==> config.mk <==
export PLATFORM = sky130hd
export DESIGN_NAME = fp_addsub_seq
export DESIGN_NICKNAME = d
export VERILOG_FILES = /design/src/rtl/fp_addsub_pkg.sv /design/src/rtl/fp_addsub_seq_sign.sv /design/src/rtl/fp_addsub_seq.sv
export SDC_FILE = /design/constraint.sdc
export NUM_CORES = 1
export LEC_CHECK = 0
export CORE_MARGIN = 5
export CORE_UTILIZATION = 35
export CTS_CLUSTER_SIZE = 24
export DETAILED_ROUTE_END_ITERATION = 10
export DONT_BUFFER_PORTS = 1
export GPL_TIMING_DRIVEN = 0
export HOLD_SLACK_MARGIN = 0.03
export SLEW_MARGIN = 20
export SYNTH_ARGS = -nofsm -noshare
export SYNTH_HDL_FRONTEND = slang
export SYNTH_SLANG_ARGS = --single-unit
==> constraint.sdc <==
create_clock -name clk -period 4.2 [get_ports clk]
set_input_delay 0.42 -clock clk [delete_from_list [all_inputs] [get_ports clk]]
set_output_delay 0.42 -clock clk [all_outputs]
set_load 0.01 [all_outputs]
==> src/rtl/fp_addsub_pkg.sv <==
// Shared types and constant helpers for the sequential floating-point adder/subtractor.
// Width helpers take the format parameters so one package serves any instantiation.
package fp_addsub_pkg;

  typedef enum logic [2:0] {
    S_IDLE,
    S_ALIGN,
    S_ADD,
    S_NORM,
    S_DONE
  } state_t;

  localparam int DEF_EXP_W = 5;
  localparam int DEF_MAN_W = 10;
  localparam int DEF_GRD_W = 2;

  // Working mantissa layout: {carry, hidden, frac, guard}
  function automatic int mant_width(input int man_w, input int grd_w);
    return man_w + grd_w + 2;
  endfunction

  // Beyond this many right shifts the smaller operand is entirely gone
  function automatic int max_shift(input int man_w, input int grd_w);
    return man_w + grd_w + 1;
  endfunction

  function automatic int exp_bias(input int exp_w);
    return (1 << (exp_w - 1)) - 1;
  endfunction

  function automatic logic [63:0] zero_word();
    return '0;
  endfunction

  function automatic logic [63:0] max_finite(input int exp_w, input int man_w, input logic sign);
    logic [63:0] r;
    r = '0;
    for (int i = 0; i < 63; i++) begin
      if (i < exp_w + man_w) r[i] = 1'b1;
    end
    r[exp_w + man_w] = sign;
    return r;
  endfunction

endpackage

==> src/rtl/fp_addsub_seq_sign.sv <==
// Final result sign: the operand with the larger magnitude wins, exact zero is always +0.
module fp_sign_resolve
  import fp_addsub_pkg::*;
(
  input  logic exp_diffsig,
  input  logic exp_equal,
  input  logic mant_diffsig,
  input  logic sign_a,
  input  logic sign_b,
  input  logic zero_result,
  output logic sign
);

  always_comb begin
    sign = sign_a;
    if (zero_result)
      sign = 1'b0;
    else if (exp_diffsig)
      sign = sign_b;
    else if (exp_equal && mant_diffsig)
      sign = sign_b;
  end

endmodule

==> src/rtl/fp_addsub_seq.sv <==
// Multi-cycle floating-point add/subtract: bit-serial alignment and normalisation,
// truncating pack with saturation on overflow and flush-to-zero on underflow.
module fp_addsub_seq
  import fp_addsub_pkg::*;
#(
  parameter int EXP_W = DEF_EXP_W,
  parameter int MAN_W = DEF_MAN_W,
  parameter int GRD_W = DEF_GRD_W
) (
  input  logic                   clk,
  input  logic                   rst_n,
  input  logic                   in_valid,
  output logic                   in_ready,
  input  logic                   op,
  input  logic [EXP_W+MAN_W:0]   a,
  input  logic [EXP_W+MAN_W:0]   b,
  output logic                   out_valid,
  input  logic                   out_ready,
  output logic [EXP_W+MAN_W:0]   y,
  output logic                   ovf,
  output logic                   unf
);

  localparam int W  = 1 + EXP_W + MAN_W;
  localparam int WM = mant_width(MAN_W, GRD_W);
  localparam int MS = max_shift(MAN_W, GRD_W);
  localparam int CW = $clog2(MS + 1);
  localparam int EW = EXP_W + 2;
  localparam logic signed [EW-1:0] EXP_TOP = EW'((1 << EXP_W) - 1);

  state_t state, state_nxt;

  logic                 sign_a_r, sign_b_r, swap_r, exp_eq_r, sign_r;
  logic [WM-1:0]        mant_l, mant_s;
  logic [CW-1:0]        cnt;
  logic signed [EW-1:0] exp_r;

  // Operand unpack and exponent compare
  logic [EXP_W-1:0] exp_a, exp_b, exp_max, exp_dist;
  logic [WM-1:0]    mant_a_in, mant_b_in;
  logic             a_lt_b;
  logic [CW-1:0]    cnt_init;

  assign exp_a     = a[W-2:MAN_W];
  assign exp_b     = b[W-2:MAN_W];
  assign mant_a_in = (exp_a == '0) ? '0 : {2'b01, a[MAN_W-1:0], {GRD_W{1'b0}}};
  assign mant_b_in = (exp_b == '0) ? '0 : {2'b01, b[MAN_W-1:0], {GRD_W{1'b0}}};
  assign a_lt_b    = (exp_a < exp_b);
  assign exp_max   = a_lt_b ? exp_b : exp_a;
  assign exp_dist  = a_lt_b ? (exp_b - exp_a) : (exp_a - exp_b);
  assign cnt_init  = (int'(exp_dist) > MS) ? CW'(MS) : CW'(exp_dist);

  // Add/subtract on aligned magnitudes
  logic          eff_sub, l_ge_s, mant_diffsig, zero_sum, sign_res;
  logic [WM-1:0] mant_a_al, mant_b_al, sum;

  assign eff_sub      = sign_a_r ^ sign_b_r;
  assign l_ge_s       = (mant_l >= mant_s);
  assign mant_a_al    = swap_r ? mant_s : mant_l;
  assign mant_b_al    = swap_r ? mant_l : mant_s;
  assign mant_diffsig = (mant_b_al > mant_a_al);

  always_comb begin
    sum = mant_l + mant_s;
    if (eff_sub)
      sum = l_ge_s ? (mant_l - mant_s) : (mant_s - mant_l);
  end

  assign zero_sum = (sum == '0);

  fp_sign_resolve u_sign (
    .exp_diffsig (swap_r),
    .exp_equal   (exp_eq_r),
    .mant_diffsig(mant_diffsig),
    .sign_a      (sign_a_r),
    .sign_b      (sign_b_r),
    .zero_result (zero_sum),
    .sign        (sign_res)
  );

  // Normalisation decision and pack
  logic         carry, hidden, mant_zero, exp_pos, norm_done;
  logic [W-1:0] pack_y;
  logic         pack_ovf, pack_unf;

  assign carry     = mant_l[WM-1];
  assign hidden    = mant_l[WM-2];
  assign mant_zero = (mant_l == '0);
  assign exp_pos   = !exp_r[EW-1] && (exp_r != '0);
  assign norm_done = mant_zero || (!carry && (hidden || !exp_pos));

  always_comb begin
    pack_y   = {sign_r, exp_r[EXP_W-1:0], mant_l[WM-3:GRD_W]};
    pack_ovf = 1'b0;
    pack_unf = 1'b0;
    if (mant_zero) begin
      pack_y = W'(zero_word());
    end else if (exp_r > EXP_TOP) begin
      pack_y   = W'(max_finite(EXP_W, MAN_W, sign_r));
      pack_ovf = 1'b1;
    end else if (!exp_pos) begin
      pack_y   = W'(zero_word());
      pack_unf = 1'b1;
    end
  end

  // FSM
  always_ff @(posedge clk or negedge rst_n) begin
    if (!rst_n) state <= S_IDLE;
    else        state <= state_nxt;
  end

  always_comb begin
    state_nxt = state;
    case (state)
      S_IDLE:  if (in_valid) state_nxt = S_ALIGN;
      S_ALIGN: if (cnt <= CW'(1)) state_nxt = S_ADD;
      S_ADD:   state_nxt = S_NORM;
      S_NORM:  if (norm_done) state_nxt = S_DONE;
      S_DONE:  if (out_ready) state_nxt = S_IDLE;
      default: state_nxt = S_IDLE;
    endcase
  end

  assign in_ready  = (state == S_IDLE);
  assign out_valid = (state == S_DONE);

  // Datapath
  always_ff @(posedge clk or negedge rst_n) begin
    if (!rst_n) begin
      sign_a_r <= 1'b0;
      sign_b_r <= 1'b0;
      swap_r   <= 1'b0;
      exp_eq_r <= 1'b0;
      sign_r   <= 1'b0;
      mant_l   <= '0;
      mant_s   <= '0;
      cnt      <= '0;
      exp_r    <= '0;
      y        <= '0;
      ovf      <= 1'b0;
      unf      <= 1'b0;
    end else begin
      case (state)
        S_IDLE: begin
          if (in_valid) begin
            sign_a_r <= a[W-1];
            sign_b_r <= b[W-1] ^ op;
            swap_r   <= a_lt_b;
            exp_eq_r <= (exp_a == exp_b);
            mant_l   <= a_lt_b ? mant_b_in : mant_a_in;
            mant_s   <= a_lt_b ? mant_a_in : mant_b_in;
            cnt      <= cnt_init;
            exp_r    <= $signed(EW'(exp_max));
          end
        end
        S_ALIGN: begin
          if (cnt != '0) begin
            mant_s <= mant_s >> 1;
            cnt    <= cnt - CW'(1);
          end
        end
        S_ADD: begin
          mant_l <= sum;
          sign_r <= sign_res;
        end
        S_NORM: begin
          if (norm_done) begin
            y   <= pack_y;
            ovf <= pack_ovf;
            unf <= pack_unf;
          end else if (carry) begin
            mant_l <= mant_l >> 1;
            exp_r  <= exp_r + EW'(1);
          end else begin
            mant_l <= mant_l << 1;
            exp_r  <= exp_r - EW'(1);
          end
        end
        default: ;
      endcase
    end
  end

endmodule
==> run metrics <==
gr usage total=0.194; Slew @ Worst Pin=970 ps; pre-CTS WS=121 ps; Startpoint Class=flop; core area=18100 µm²; WL per Instance=19.8 µm; pwr dens=949 nW/µm²; reg-to-reg endpoint=sign_r$_DFFE_PN0P_; final hold viol count=0; Seq/Total Area, Yosys=0.248; DIE AREA=21300 µm²; Synth Net Count=923; Worst slew margin=0.349; DP HPWL=16600 µm; I/O pin count=57; maximum clock frequency=242 MHz; final antenna-violating net count=0; Async S/R FF share, synth=1.00; Worst Hold Class=input pin to flop; Setup WS post-layout=64.7 ps; setup_tns=0 ps; Period Utilization, post-route=0.985; Detailed Route WL=21200 µm; Synth Cell Area=6460 µm²; Hold Slack=197 ps; # nets final=936; VDD IR max=252 µV; fin crit period=4140 ps; r2r setup slk=60 ps; critical setup path kind=flop to flop; crit path capture=sign_r$_DFFE_PN0P_; vias in the first global route=6150; RSZ-0062 raised after global routing=no; CTS tree=done; die height=146 µm; layout cells sized above 1=0.0593; max_cap viols=0; data arrival time of the critical path=4350 ps; CTS buffer count=9; port bufs=0; post-CTS setup buffer count=0; DP Cell Count=1054; Yosys reg bits=64; total gr overflow=0; # diodes=0; Clock transition at path regs=60 ps; Worst-Skew Late Latency=340 ps; Via density=6.04; Unique masters post-synth=83; yosys warns=0; Cell Count, Final, Fillers Out=1072; Crit. End Element=flop; DRC=0; initial antenna violation count=0; final instance area=7110 µm²; clk_skew=9.21 ps; run status=completed; ys flop type=dfrtp_1; Placement Cell Area=6740 µm²; Pleak=3.07 nW; CTS H-tree depth=3; first-pass GRT wire length=33900 µm; mean area per synthesized cell=7.83 µm²; initial DRC count=623; WP data required=4410 ps; Synth Instances=825; number of synthesized flops with an enable pin=0; via count of the routed design=6476; die width=146 µm; hold_sp=a[15]; synthesis-to-finish area growth=10.2%; critical path fanouts, max=10; # rows=49; Worst Reg-to-Reg Cells=12; pin count of the biggest net entering global routing=65; CTS root buffer=clkbuf_16; initial core utilization=0.357; reg2reg start=mant_l[4]$_DFFE_PN0P_; Slew Limit Fails=0; clock sinks=64; Max Root-Sink Buffers=2; Worst setup startpoint=mant_l[4]$_DFFE_PN0P_; routability cong.=0.917; drt first pass iters=5; Final setup viols=0
## worst min-delay path by stage
stage | slack (ps) | cells after the start | end
2_1_floorplan | 120 | 0 | cnt[0]$_DFFE_PN0P_
3_3_place_gp | 130 | 0 | exp_r[4]$_DFFE_PN0P_
3_5_place_dp | 130 | 0 | exp_r[4]$_DFFE_PN0P_
4_1_cts | 200 | 2 | sign_a_r$_DFFE_PN0P_
5_1_grt | 200 | 2 | sign_a_r$_DFFE_PN0P_
6_report | 200 | 2 | sign_a_r$_DFFE_PN0P_
## power by group
group,switching [mW],internal (mW)
clock,0.304,0.484
combinational,2.97,1.69
sequential,0.414,0.887
total,3.69,3.06
## routing by layer
metal	GRT usage	part of all wire
met1	0.268	0.45
met4	0.0475	0.022
met2	0.320	0.46
met5	0	0
met3	0.0299	0.070
## logic make-up after synthesis
group,synth area share
fa+ha+maj,0.125
compound gates,0.309
xor+xnor,0.0231
simple gates,0.196
flops,0.248
buf+inv,0.0667
mux,0.0316
## registers in the layout, indices dropped and copies added (netlist names)
register / flops
sign_a_r: 1
state: 3
ovf: 1
sign_b_r: 1
mant_s: 13
cnt: 4
y: 16
unf: 1
swap_r: 1
sign_r: 1
exp_eq_r: 1
mant_l: 14
exp_r: 7
## cell usage in the layout (no fill, tap or decap), types with 10 or more instances in the layout
| cell type | instances |
|---|---|
| a21o_1 | 21 |
| ha_1 | 55 |
| nand2_1 | 103 |
| o211ai_1 | 15 |
| inv_1 | 55 |
| nor2_1 | 47 |
| a311oi_1 | 10 |
| nand3_1 | 20 |
| dfrtp_1 | 63 |
| o21ai_0 | 80 |
| nor3_1 | 14 |
| mux2i_1 | 17 |
| clkbuf_1 | 36 |
| a211o_1 | 12 |
| nor2b_1 | 12 |
| a21oi_1 | 59 |
## critical path, stage by stage, from the launching register on
cell,delay (ps)
dfrtp_1,590
inv_1,110
ha_1,300
buf_2,170
nand4_1,240
o21bai_1,150
o21ai_1,640
nand2_4,190
mux2_1,350
o21a_1,190
or4_4,480
and2_0,180
o41a_1,400
## metrics by stage
step | power (mW) | utilization
after detailed placement | 5.78 | 0.373
after floorplan | 4.54 | -
after global routing | 7.28 | 0.393
after global placement | 5.78 | 0.373
after CTS | 6.62 | 0.392
final | 6.75 | 0.393
## final cells by class
| type | instances | area [µm²] |
|---|---|---|
| Fill cell | 1860 | 11000 |
| Inverter | 56 | 210 |
| Multi-Input combinational cell | 653 | 4450 |
| Clock buffer | 10 | 239 |
| Tap cell | 229 | 287 |
| Sequential cell | 64 | 1600 |
| Timing Repair Buffer | 2 | 37.5 |
| Clock inverter | 6 | 72.6 |
| Buffer | 52 | 220 |
## cell usage after synthesis, types with 8 or more instances
cell type / number / share of area
nand2_1: 103 / 0.060
o21ai_0: 80 / 0.062
dfrtp_1: 64 / 0.25
a21oi_1: 59 / 0.046
ha_1: 55 / 0.11
inv_1: 55 / 0.032
nor2_1: 47 / 0.027
clkbuf_1: 36 / 0.021
a21o_1: 21 / 0.024
nand3_1: 20 / 0.016
mux2i_1: 17 / 0.026
o211ai_1: 15 / 0.017
nor3_1: 14 / 0.011
a211o_1: 12 / 0.016
nor2b_1: 12 / 0.012
a311oi_1: 10 / 0.014
buf_1: 9 / 0.0052
nor4_1: 9 / 0.0087
o31ai_1: 9 / 0.010
xor2_1: 9 / 0.012
nand4_1: 8 / 0.0078
xnor2_1: 8 / 0.011
## repair_timing
action                                 CTS  global route
endpoints found under the hold margin   64             0
resized for setup                        0             5
setup endpoints to repair                0             1
hold buffers                             2             0
Note: power is estimated with default switching activity, not from simulation.
